<file path="config.mk">
export PLATFORM = sky130hd
export DESIGN_NAME = window_feeder
export DESIGN_NICKNAME = d
export VERILOG_FILES = /design/src/rtl/window_feeder.sv
export SDC_FILE = /design/constraint.sdc
export NUM_CORES = 1
export LEC_CHECK = 0
export CORE_MARGIN = 5
export CORE_UTILIZATION = 44
export DETAILED_ROUTE_END_ITERATION = 6
export GPL_TIMING_DRIVEN = 0
export PLACE_DENSITY = 0.85
export SLEW_MARGIN = 15
export SYNTH_ARGS = -nofsm -noshare
export SYNTH_HDL_FRONTEND = slang
export SYNTH_SLANG_ARGS = --single-unit
</file>
<file path="constraint.sdc">
create_clock -name clk -period 5.3 [get_ports clk]
set_clock_uncertainty 0.15 [all_clocks]
set_input_delay 0.795 -clock clk [delete_from_list [all_inputs] [get_ports clk]]
set_output_delay 0.795 -clock clk [all_outputs]
set_load 0.02 [all_outputs]
</file>
<file path="src/rtl/window_feeder.sv">
`default_nettype none
// ------------------------------------------------------------------------
// window_feeder : cuts a 2-bit nucleotide stream into overlapping windows
//                 and sequences the top_level LSH core.     Rev 1.0
// ------------------------------------------------------------------------
module window_feeder #(
  parameter int WINDOW_SIZE              = 128,
  parameter int KMER_SIZE                = 16,
  parameter int MAX_WINDOWS_IN_REFERENCE = 512,
  parameter int MAX_WINDOWS_IN_READ      = 16
) (
  input  logic               clk,
  input  logic               reset_n,
  input  logic               seq_start,
  input  logic               seq_is_reference,
  input  logic               nuc_valid,
  output logic               nuc_ready,
  input  logic [1:0]         nuc_data,
  input  logic               nuc_last,
  output logic               busy,
  output logic [1:0]         window [WINDOW_SIZE],
  output logic [31:0]        window_id,
  output logic               ready_for_hashing,
  input  logic               hashing_is_done,
  output logic               is_insert,
  output logic               is_query,
  output logic               reset_window_hasher,
  output logic               reset_stats,
  output logic               calculate_matched_window,
  input  logic signed [31:0] matched_window_id,
  output logic signed [31:0] result_id,
  output logic               result_valid,
  output logic               seq_done,
  output logic               overflow
);
  localparam int              CW          = $clog2(WINDOW_SIZE + 1);
  localparam logic [CW-1:0]   FULL_CNT    = CW'(WINDOW_SIZE);
  localparam logic [CW-1:0]   OVERLAP_CNT = CW'(KMER_SIZE - 1);
  localparam logic [31:0]     REF_CAP     = 32'(MAX_WINDOWS_IN_REFERENCE);
  localparam logic [31:0]     READ_CAP    = 32'(MAX_WINDOWS_IN_READ);

  typedef enum logic [2:0] {
    S_IDLE, S_START_RST, S_FILL, S_HASH, S_COMMIT, S_GAP, S_HASHER_RST, S_FINISH
  } state_t;

  state_t               state_q, state_d;
  logic [1:0]           phase_q, phase_d;
  logic                 is_ref_q, is_ref_d;
  logic                 last_seen_q, last_seen_d;
  logic                 drain_q, drain_d;
  logic [CW-1:0]        fill_cnt_q, fill_cnt_d;
  logic [CW-1:0]        fill_next;
  logic [31:0]          window_id_q, window_id_d;
  logic                 overflow_q, overflow_d;
  logic signed [31:0]   result_id_q, result_id_d;
  logic [1:0]           window_q [WINDOW_SIZE];
  logic                 shift_en;
  logic [31:0]          cap;
  logic                 xfer;

  logic nuc_ready_q, busy_q, rfh_q, ins_q, qry_q, rwh_q, rst_q, calc_q, rv_q, done_q;
  logic nuc_ready_d, busy_d, rfh_d, ins_d, qry_d, rwh_d, rst_d, calc_d, rv_d, done_d;

  assign fill_next = fill_cnt_q + 1'b1;
  assign cap       = is_ref_q ? REF_CAP : READ_CAP;
  assign xfer      = nuc_valid && nuc_ready_q;

  always_comb begin
    state_d     = state_q;
    phase_d     = phase_q;
    is_ref_d    = is_ref_q;
    last_seen_d = last_seen_q;
    drain_d     = drain_q;
    fill_cnt_d  = fill_cnt_q;
    window_id_d = window_id_q;
    overflow_d  = overflow_q;
    result_id_d = result_id_q;
    shift_en    = 1'b0;
    unique case (state_q)
      S_IDLE: if (seq_start) begin
        state_d     = S_START_RST;
        phase_d     = 2'd0;
        is_ref_d    = seq_is_reference;
        window_id_d = '0;
        fill_cnt_d  = '0;
        overflow_d  = 1'b0;
        last_seen_d = 1'b0;
        drain_d     = 1'b0;
      end
      S_START_RST, S_COMMIT, S_HASHER_RST: begin
        phase_d = phase_q + 2'd1;
        if (phase_q == 2'd1) begin
          phase_d = 2'd0;
          state_d = (state_q == S_COMMIT) ? S_GAP : S_FILL;
        end
      end
      S_FILL: if (xfer) begin
        // After the window cap, nucleotides are swallowed until the read ends
        if (drain_q) begin
          if (nuc_last) state_d = S_FINISH;
        end else begin
          shift_en   = 1'b1;
          fill_cnt_d = fill_next;
          if (fill_next == FULL_CNT) begin
            state_d     = S_HASH;
            last_seen_d = nuc_last;
          end else if (nuc_last) begin
            state_d = S_FINISH;
          end
        end
      end
      S_HASH: if (hashing_is_done) begin
        state_d = S_COMMIT;
        phase_d = 2'd0;
      end
      S_GAP: begin
        phase_d = phase_q + 2'd1;
        if (phase_q == 2'd1) begin
          phase_d = 2'd0;
          if (last_seen_q) begin
            state_d = S_FINISH;
          end else if (window_id_q + 32'd1 == cap) begin
            overflow_d = 1'b1;
            drain_d    = 1'b1;
            state_d    = S_FILL;
          end else begin
            window_id_d = window_id_q + 32'd1;
            fill_cnt_d  = OVERLAP_CNT;
            state_d     = S_HASHER_RST;
          end
        end
      end
      S_FINISH: begin
        phase_d = phase_q + 2'd1;
        if (is_ref_q) begin
          state_d = S_IDLE;
          phase_d = 2'd0;
        end else if (phase_q == 2'd1) begin
          result_id_d = matched_window_id;
        end else if (phase_q == 2'd2) begin
          state_d = S_IDLE;
          phase_d = 2'd0;
        end
      end
      default: state_d = S_IDLE;
    endcase

    // Outputs are decoded from the next state so they appear registered
    nuc_ready_d = (state_d == S_FILL);
    busy_d      = (state_d != S_IDLE);
    rfh_d       = (state_d == S_HASH);
    ins_d       = (state_d == S_COMMIT) && is_ref_d;
    qry_d       = (state_d == S_COMMIT) && !is_ref_d;
    rwh_d       = (state_d == S_START_RST) || (state_d == S_HASHER_RST);
    rst_d       = (state_d == S_START_RST);
    calc_d      = (state_d == S_FINISH) && !is_ref_d && (phase_d != 2'd2);
    rv_d        = (state_d == S_FINISH) && !is_ref_d && (phase_d == 2'd2);
    done_d      = (state_d == S_FINISH) && (is_ref_d || (phase_d == 2'd2));
  end

  always_ff @(posedge clk or negedge reset_n) begin
    if (!reset_n) begin
      state_q     <= S_IDLE;
      phase_q     <= '0;
      is_ref_q    <= 1'b0;
      last_seen_q <= 1'b0;
      drain_q     <= 1'b0;
      fill_cnt_q  <= '0;
      window_id_q <= '0;
      overflow_q  <= 1'b0;
      result_id_q <= '1;
      window_q    <= '{default: '0};
      nuc_ready_q <= 1'b0;
      busy_q      <= 1'b0;
      rfh_q       <= 1'b0;
      ins_q       <= 1'b0;
      qry_q       <= 1'b0;
      rwh_q       <= 1'b0;
      rst_q       <= 1'b0;
      calc_q      <= 1'b0;
      rv_q        <= 1'b0;
      done_q      <= 1'b0;
    end else begin
      state_q     <= state_d;
      phase_q     <= phase_d;
      is_ref_q    <= is_ref_d;
      last_seen_q <= last_seen_d;
      drain_q     <= drain_d;
      fill_cnt_q  <= fill_cnt_d;
      window_id_q <= window_id_d;
      overflow_q  <= overflow_d;
      result_id_q <= result_id_d;
      nuc_ready_q <= nuc_ready_d;
      busy_q      <= busy_d;
      rfh_q       <= rfh_d;
      ins_q       <= ins_d;
      qry_q       <= qry_d;
      rwh_q       <= rwh_d;
      rst_q       <= rst_d;
      calc_q      <= calc_d;
      rv_q        <= rv_d;
      done_q      <= done_d;
      if (shift_en) begin
        for (int i = 0; i < WINDOW_SIZE - 1; i++) window_q[i] <= window_q[i+1];
        window_q[WINDOW_SIZE-1] <= nuc_data;
      end
    end
  end

  assign nuc_ready                = nuc_ready_q;
  assign busy                     = busy_q;
  assign window                   = window_q;
  assign window_id                = window_id_q;
  assign ready_for_hashing        = rfh_q;
  assign is_insert                = ins_q;
  assign is_query                 = qry_q;
  assign reset_window_hasher      = rwh_q;
  assign reset_stats              = rst_q;
  assign calculate_matched_window = calc_q;
  assign result_id                = result_id_q;
  assign result_valid             = rv_q;
  assign seq_done                 = done_q;
  assign overflow                 = overflow_q;

endmodule
`default_nettype wire
</file>
==> metrics.md, run 1 <==
| Metric | Value |
|---|---|
| Result of the run | finished clean |
| CTS clk-pin slew, worst paths | 0.06 ns |
| Mapped Cells | 1611 |
| Yosys top cell area share | 0.540 |
| CP Launch Type | flip-flop |
| HP Class | input pin to async pin |
| Num CTS Buffers | 39 |
| Cts hold-fix bufs | 0 |
| RSZ-0062 raised after global routing | no |
| Syn-to-layout area delta | 38.8% |
| Crit path capture type | flip-flop |
| Post-synth ARST share | 1.00 |
| Placed Instance Area | 18900 um2 |
| Syn nets | 1654 |
| Vias in the first global route | 13100 |
| Period Utilization, post-route | 0.878 |
| Synth area leaders | dfrtp_1 (54%), nand2_1 (21%), dfstp_2 (5.8%), mux2_2 (2.5%), clkbuf_1 (2.1%) |
| Mapped cell area | 14500 um2 |
| FILL cells | 2604 |
| Worst VDD drop | 0.000239 V |
| DIE HEIGHT | 192 um |
| I/O pin cnt | 372 |
| CTS tree | yes |
| Number of synthesized flops with an enable pin | 0 |
| Antenna Cells | 0 |
| CTS root buf | clkbuf_16 |
| Crit path max-delay cell type | nor4b_4 |
| Final #Nets | 2069 |
| Final instance area | 20200 um2 |
| Die area | 36800 um2 |
| Routed Wire Length | 44300 um |
| Grt ovf | 0 |
| First-pass GRT wire length | 71500 um |
| Resize count post-CTS | 0 |
| DRT antenna net count | 0 |
| Sequential share of the synthesized area | 0.598 |
| Worst reg2reg endpoint | window_id[19]$_DFFE_PN0P_ |
| Gpl congestion | 0.945 |
| Synth Area per Inst | 9.03 um2 |
| Power density over cell area | 365 nW/um2 |
| Minimum clock period | 4.66 ns |
| Initial Util | 0.446 |
| Critical path, cell by cell | clkbuf_1, nand4_1, or4_1, clkbuf_1, o21ai_0, o311ai_0, a2111oi_0, nor4b_4, buf_2, a211oi_1, a31o_2 |
| DRT Pass-1 Iters | 5 |
| Slew Viols, Final | 0 |
| Layout cells sized above 1 | 0.0730 |
| Hold Fails Final Rpt | 0 |
| Setup total negative slack | 0 ns |
| R2R cell count | 11 |
| Post-CTS setup buffer count | 0 |
| Post-synthesis cell type count | 55 |
| H-tree levels | 2 |
| Max Root-Sink Buffers | 3 |
| Remaining DRCs | 0 |
| Number of synthesized register bits | 346 |
| Vias per cell | 5.15 |
| Synth area leader | dfrtp_1 |
| CP max FO | 10 |
| Post-Layout Cell Count | 2496 |
| Crit Path Class | flip-flop to flip-flop |
| Wire per inst | 17.8 um |
| GRT Overall Usage | 0.240 |
| Most frequent cells in the layout | nand2_1 (823), clkdlybuf4s50_1 (370), dfrtp_1 (314) |
| Core Area | 32600 um2 |
| Final setup vio count | 0 |
| Vias after detailed routing | 12900 |
| Crit path arrival time | 4.92 ns |
| Crit-path max cell delay | 0.71 ns |
| Worst EP required | 5.56 ns |
| HPWL after detailed placement | 31900 um |
| I/O Buffers | 371 |
| R2R Path Start | window_id[13]$_DFFE_PN0P_ |
| Max-cap violations | 0 |
| Ys flop type | dfrtp_1 |
| Reg2reg setup slack | 0.64 ns |
| Measured slew at the worst slew-check pin | 1.04 ns |
| Clk Latency, worst-skew pair | 0.52 ns |
| Max Fclk | 0.215 GHz |
| Largest net degree at the start of global routing | 108 |
| Slew HR | 0.297 |
| Row cnt | 66 |
| Commonest non-fill, non-tap cell in the layout | nand2_1 |
| First DRT Iteration DRCs | 784 |
| Most used cell, CP | clkbuf_1 |
| Die W | 192 um |
| Initial antenna violation count | 0 |
| Yosys warnings | 0 |
| Clock sink count | 346 |
| Placed cells | 2427 |
| Static Leakage | 9.66 nW |
-- flip-flops by register name, indices dropped and copies added, names as in the netlist --
register	count
result_id	32
is_ref_q	1
is_query	1
reset_stats	1
reset_window_hasher	1
fill_cnt_q	8
window	256
overflow	1
calculate_matched_window	1
is_insert	1
last_seen_q	1
seq_done	1
busy	1
phase_q	2
window_id	32
ready_for_hashing	1
nuc_ready	1
state_q	3
result_valid	1
-- cells in the mapped netlist (all sizes together) (6+ instances only) --
cell type,number
nand2,823
dfrtp,314
clkbuf,82
dfstp,32
mux2,32
nand3,27
nor2,27
o21ai,26
a21oi,25
nor3,18
o31ai,17
and3,13
nand4,13
buf,12
nor4,12
inv,11
mux2i,11
o311ai,11
and2,9
o211ai,9
or4,8
a31o,7
nand2b,7
xnor2,7
nor2b,6
or3,6
-- cell type report --
class                   instances  area, um2  share of cell area
plain buffers                  94        375              0.0186
clock buffers                  52       1060              0.0528
clock inverters                17        214              0.0106
inverters                      11       41.3             0.00205
multi-input cells            1160       5430               0.269
flip-flops and latches        346       8700               0.431
well taps                     442        553              0.0274
repair buffers                374       3800               0.188
-- metal layers --
layer  track usage  wire, um  vias up
met4        0.0680      1340        0
met5             0         0        -
met3        0.0720      3960       93
met2         0.408     21800      484
li1              -         -     6050
met1         0.299     17300     6227
-- kinds of logic after synthesis --
group / Yosys count / synth area share
adders and majority gates: 2 / 0.00172
and+or+nand+nor: 986 / 0.278
DFF: 346 / 0.598
muxes: 43 / 0.0324
AOI/OAI and AO/OA: 118 / 0.0540
xor gates and xnor gates: 11 / 0.00663
buffers and inverters: 105 / 0.0287
-- per-stage QoR --
step	hold WS (ns)	setup WS, ns	utilization	power (mW)
floorplan	0.349	1.43	-	4.00
global placement	0.311	-11.19	0.577	4.63
detailed placement	0.330	0.698	0.579	4.70
CTS	0.0715	0.730	0.619	7.42
global route	0.100	0.452	0.619	7.69
finish	0.0678	0.645	0.619	7.36
-- worst max-delay path by stage --
| stage | from | endpoint | slack [ns] | depth (start not counted) |
|---|---|---|---|---|
| after global routing | window_id[13]$_DFFE_PN0P_ | window_id[1]$_DFFE_PN0P_ | 0.45 | 11 |
| after detailed placement | window_id[13]$_DFFE_PN0P_ | window_id[19]$_DFFE_PN0P_ | 0.70 | 11 |
| after floorplan | window_id[0]$_DFFE_PN0P_ | window_id[19]$_DFFE_PN0P_ | 1.43 | 10 |
| final | window_id[13]$_DFFE_PN0P_ | window_id[19]$_DFFE_PN0P_ | 0.64 | 11 |
| after global placement | reset_n | window[141]$_DFFE_PN0P_ | -11.19 | 1 |
| after CTS | window_id[1]$_DFFE_PN0P_ | reset_window_hasher$_DFF_PN0_ | 0.73 | 9 |
-- critical path, delay by kind of cell, from the launching register on --
| kind | cells | cell delay [ns] |
|---|---|---|
| simple gates | 3 | 1.53 |
| compound gates | 5 | 1.41 |
| buf+inv | 3 | 1.02 |
| flops | 1 | 0.42 |
-- power by group --
group | switching [mW] | internal, mW | leakage, nW | total (mW)
registers | 0.155 | 2.95 | 4.69 | 3.10
logic | 0.941 | 0.626 | 4.34 | 1.57
clock network | 1.08 | 1.61 | 0.630 | 2.69
(Power assumes the default switching activity.)
==> inputs of run 2 (changes only) <==
--- a/config.mk
+++ b/config.mk
@@ -10,6 +10,7 @@
 export DETAILED_ROUTE_END_ITERATION = 6
 export GPL_TIMING_DRIVEN = 0
 export PLACE_DENSITY = 0.85
+export SETUP_SLACK_MARGIN = 0.15
 export SLEW_MARGIN = 15
 export SYNTH_ARGS = -nofsm -noshare
 export SYNTH_HDL_FRONTEND = slang
==> constraint.sdc (replaced) <==
create_clock -name clk -period 5.3 [get_ports clk]
set_clock_uncertainty 0.15 [all_clocks]
set_input_delay 0.795 -clock clk [delete_from_list [all_inputs] [get_ports clk]]
set_output_delay 0.795 -clock clk [all_outputs]
set_load 0.01 [all_outputs]
==> results of run 2 <==
The final DEF is identical to that of run 1. Status: finished clean.
Among the figures that moved: total power 7.36 mW -> 7.22 mW; worst IR drop on VDD 0.000239 V -> 0.000238 V
==> inputs of run 3 (changes only) <==
--- a/config.mk
+++ b/config.mk
@@ -9,8 +9,9 @@
 export CORE_UTILIZATION = 44
 export DETAILED_ROUTE_END_ITERATION = 6
 export GPL_TIMING_DRIVEN = 0
-export PLACE_DENSITY = 0.85
+export PLACE_DENSITY = 0.73
 export SETUP_SLACK_MARGIN = 0.15
+export SKIP_CTS_REPAIR_TIMING = 1
 export SLEW_MARGIN = 15
 export SYNTH_ARGS = -nofsm -noshare
 export SYNTH_HDL_FRONTEND = slang
==> metrics.md, run 3 (synthesis gave the netlist of run 1 again) <==
| Metric | Value |
|---|---|
| Result of the run | finished clean |
| DRT Pass-1 Iters | 5 (unchanged) |
| Initial antenna violation count | 0 (unchanged) |
| Max reg flops | 256 (unchanged) |
| R2R cell count | 11 (unchanged) |
| Wire per inst | 17.2 um (-3.0%) |
| Vias per cell | 5.06 (-1.7%) |
| CP max FO | 10 (unchanged) |
| H-tree levels | 2 (unchanged) |
| Multi-input gate area | 5440 um2 (+0.12%) |
| Hold Fails Final Rpt | 0 (unchanged) |
| Clock sink count | 346 (unchanged) |
| Worst EP required | 5.55 ns (about the same) |
| Die W | 192 um (unchanged) |
| Final instance area | 20200 um2 (+0.27%) |
| Worst VDD drop | 0.000280 V |
| I/O Buffers | 371 (unchanged) |
| Final WS setup | 0.526 ns (-0.119 ns) |
| Setup WS pre-CTS | 0.600 ns (-0.0977 ns) |
| First DRT Iteration DRCs | 800 (+2.0%) |
| CP Launch Type | flip-flop |
| Post-route total power | 7.26 mW |
| Antenna Cells | 0 (unchanged) |
| Power density over cell area | 359 nW/um2 |
| Crit path depth | 11 (unchanged) |
| Max Fclk | 0.209 GHz (-2.5%) |
| GRT Overall Usage | 0.231 (-0.00947) |
| Measured slew at the worst slew-check pin | 0.783 ns (-0.256 ns) |
| Crit-path max cell delay | 0.70 ns (about the same) |
| Max-cap violations | 0 (unchanged) |
| Crit path max-delay cell type | nor4b_4 |
| Max Root-Sink Buffers | 3 (unchanged) |
| Die area | 36800 um2 (unchanged) |
| Post-Layout Cell Count | 2499 (+0.12%) |
| Minimum clock period | 4.77 ns (+0.119 ns) |
| Initial Util | 0.446 (unchanged) |
| Most used cell, CP | clkbuf_1 |
| First-pass GRT wire length | 68200 um (-4.6%) |
| Period Utilization, post-route | 0.901 (+0.0225) |
| Commonest non-fill, non-tap cell in the layout | nand2_1 |
| I/O pin cnt | 372 (unchanged) |
| Sequential cell area | 8700 um2 (unchanged) |
| CTS tree | yes |
| Num CTS Buffers | 39 (unchanged) |
| Vias in the first global route | 12500 (-5.0%) |
| HPWL after detailed placement | 31200 um (-2.3%) |
| Core Area | 32600 um2 (unchanged) |
| Static Leakage | 9.68 nW (+0.30%) |
| Crit path arrival time | 5.03 ns (+0.11 ns) |
| Remaining DRCs | 0 (unchanged) |
| Syn-to-layout area delta | 39.2% |
| Final #Nets | 2069 (unchanged) |
| RSZ-0062 raised after global routing | no |
| Largest net degree at the start of global routing | 102 (-5.6%) |
| DRT antenna net count | 0 (unchanged) |
| CTS clk-pin slew, worst paths | 0.05 ns (about the same) |
| Slew HR | 0.474 (+0.176) |
| Worst reg2reg endpoint | window_id[19]$_DFFE_PN0P_ |
| Final setup vio count | 0 (unchanged) |
| CTS root buf | clkbuf_16 |
| Placed Instance Area | 18900 um2 (unchanged) |
| Setup total negative slack | 0 ns (unchanged) |
| Row cnt | 66 (unchanged) |
| Gpl congestion | 0.893 (-5.5%) |
| FILL cells | 2672 (+2.6%) |
| Routed Wire Length | 43100 um (-2.9%) |
| Reg2reg setup slack | 0.53 ns (-0.12 ns) |
| Slew Viols, Final | 0 (unchanged) |
| Critical path, cell by cell | clkbuf_1, nand4_1, or4_1, clkbuf_1, o21ai_0, o311ai_0, a2111oi_0, nor4b_4, buf_2, a211oi_1, a31o_2 |
| Layout cells sized above 1 | 0.0749 (+0.00184) |
| Crit Path Class | flip-flop to flip-flop |
| HP Class | input pin to async pin |
| Placed cells | 2427 (unchanged) |
| DIE HEIGHT | 192 um (unchanged) |
| Delay-heaviest family, CP | compound AO/OA/AOI/OAI gates |
| Crit path capture type | flip-flop |
| Grt ovf | 0 (unchanged) |
| Most frequent cells in the layout | nand2_1 (823), clkdlybuf4s50_1 (370), dfrtp_1 (314) |
| Vias after detailed routing | 12600 (-1.6%) |
| R2R Path Start | window_id[13]$_DFFE_PN0P_ |
| Clk Latency, worst-skew pair | 0.52 ns (about the same) |
| Critical path buffer and inverter count | 3 (unchanged) |
-- run 3: final cells by class --
cell class	count	area share
Buffer	94	0.0185
Timing Repair Buffer	374	0.188
Clock inverter	15	0.00847
Clock buffer	57	0.0571
Tap cell	442	0.0273
Sequential cell	346	0.430
Inverter	11	0.00204
Multi-Input combinational cell	1160	0.269
-- run 3: worst max path at each step --
stage | to | from | slack [ns]
after global routing | window_id[19]$_DFFE_PN0P_ | window_id[13]$_DFFE_PN0P_ | 0.34
after detailed placement | window_id[19]$_DFFE_PN0P_ | window_id[13]$_DFFE_PN0P_ | 0.60
final | window_id[19]$_DFFE_PN0P_ | window_id[13]$_DFFE_PN0P_ | 0.53
after floorplan | window_id[19]$_DFFE_PN0P_ | window_id[0]$_DFFE_PN0P_ | 1.51
after CTS | window_id[19]$_DFFE_PN0P_ | window_id[13]$_DFFE_PN0P_ | 0.58
after global placement | window[127]$_DFFE_PN0P_ | reset_n | -11.69
-- run 3: report_power, final --
part	leakage (nW)	switching, mW	internal [mW]	total, mW
combinational	4.34	0.792	0.625	1.42
sequential	4.69	0.144	2.95	3.09
clock	0.658	1.08	1.67	2.75
total	9.68	2.02	5.24	7.26
-- run 3: per-layer routing --
layer,GRT usage,vias up,wire [um]
met1,0.283,6079,16700
met3,0.0862,94,4190
met5,0,-,0
met4,0.0768,0,1560
met2,0.378,419,20700
li1,-,6054,-
-- run 3: through the flow --
stage,hold WS (ns),util
4_1_cts,0.0954,0.620
5_1_grt,0.103,0.620
3_5_place_dp,0.323,0.579
2_1_floorplan,0.349,-
3_3_place_gp,0.309,0.577
6_report,0.0784,0.620
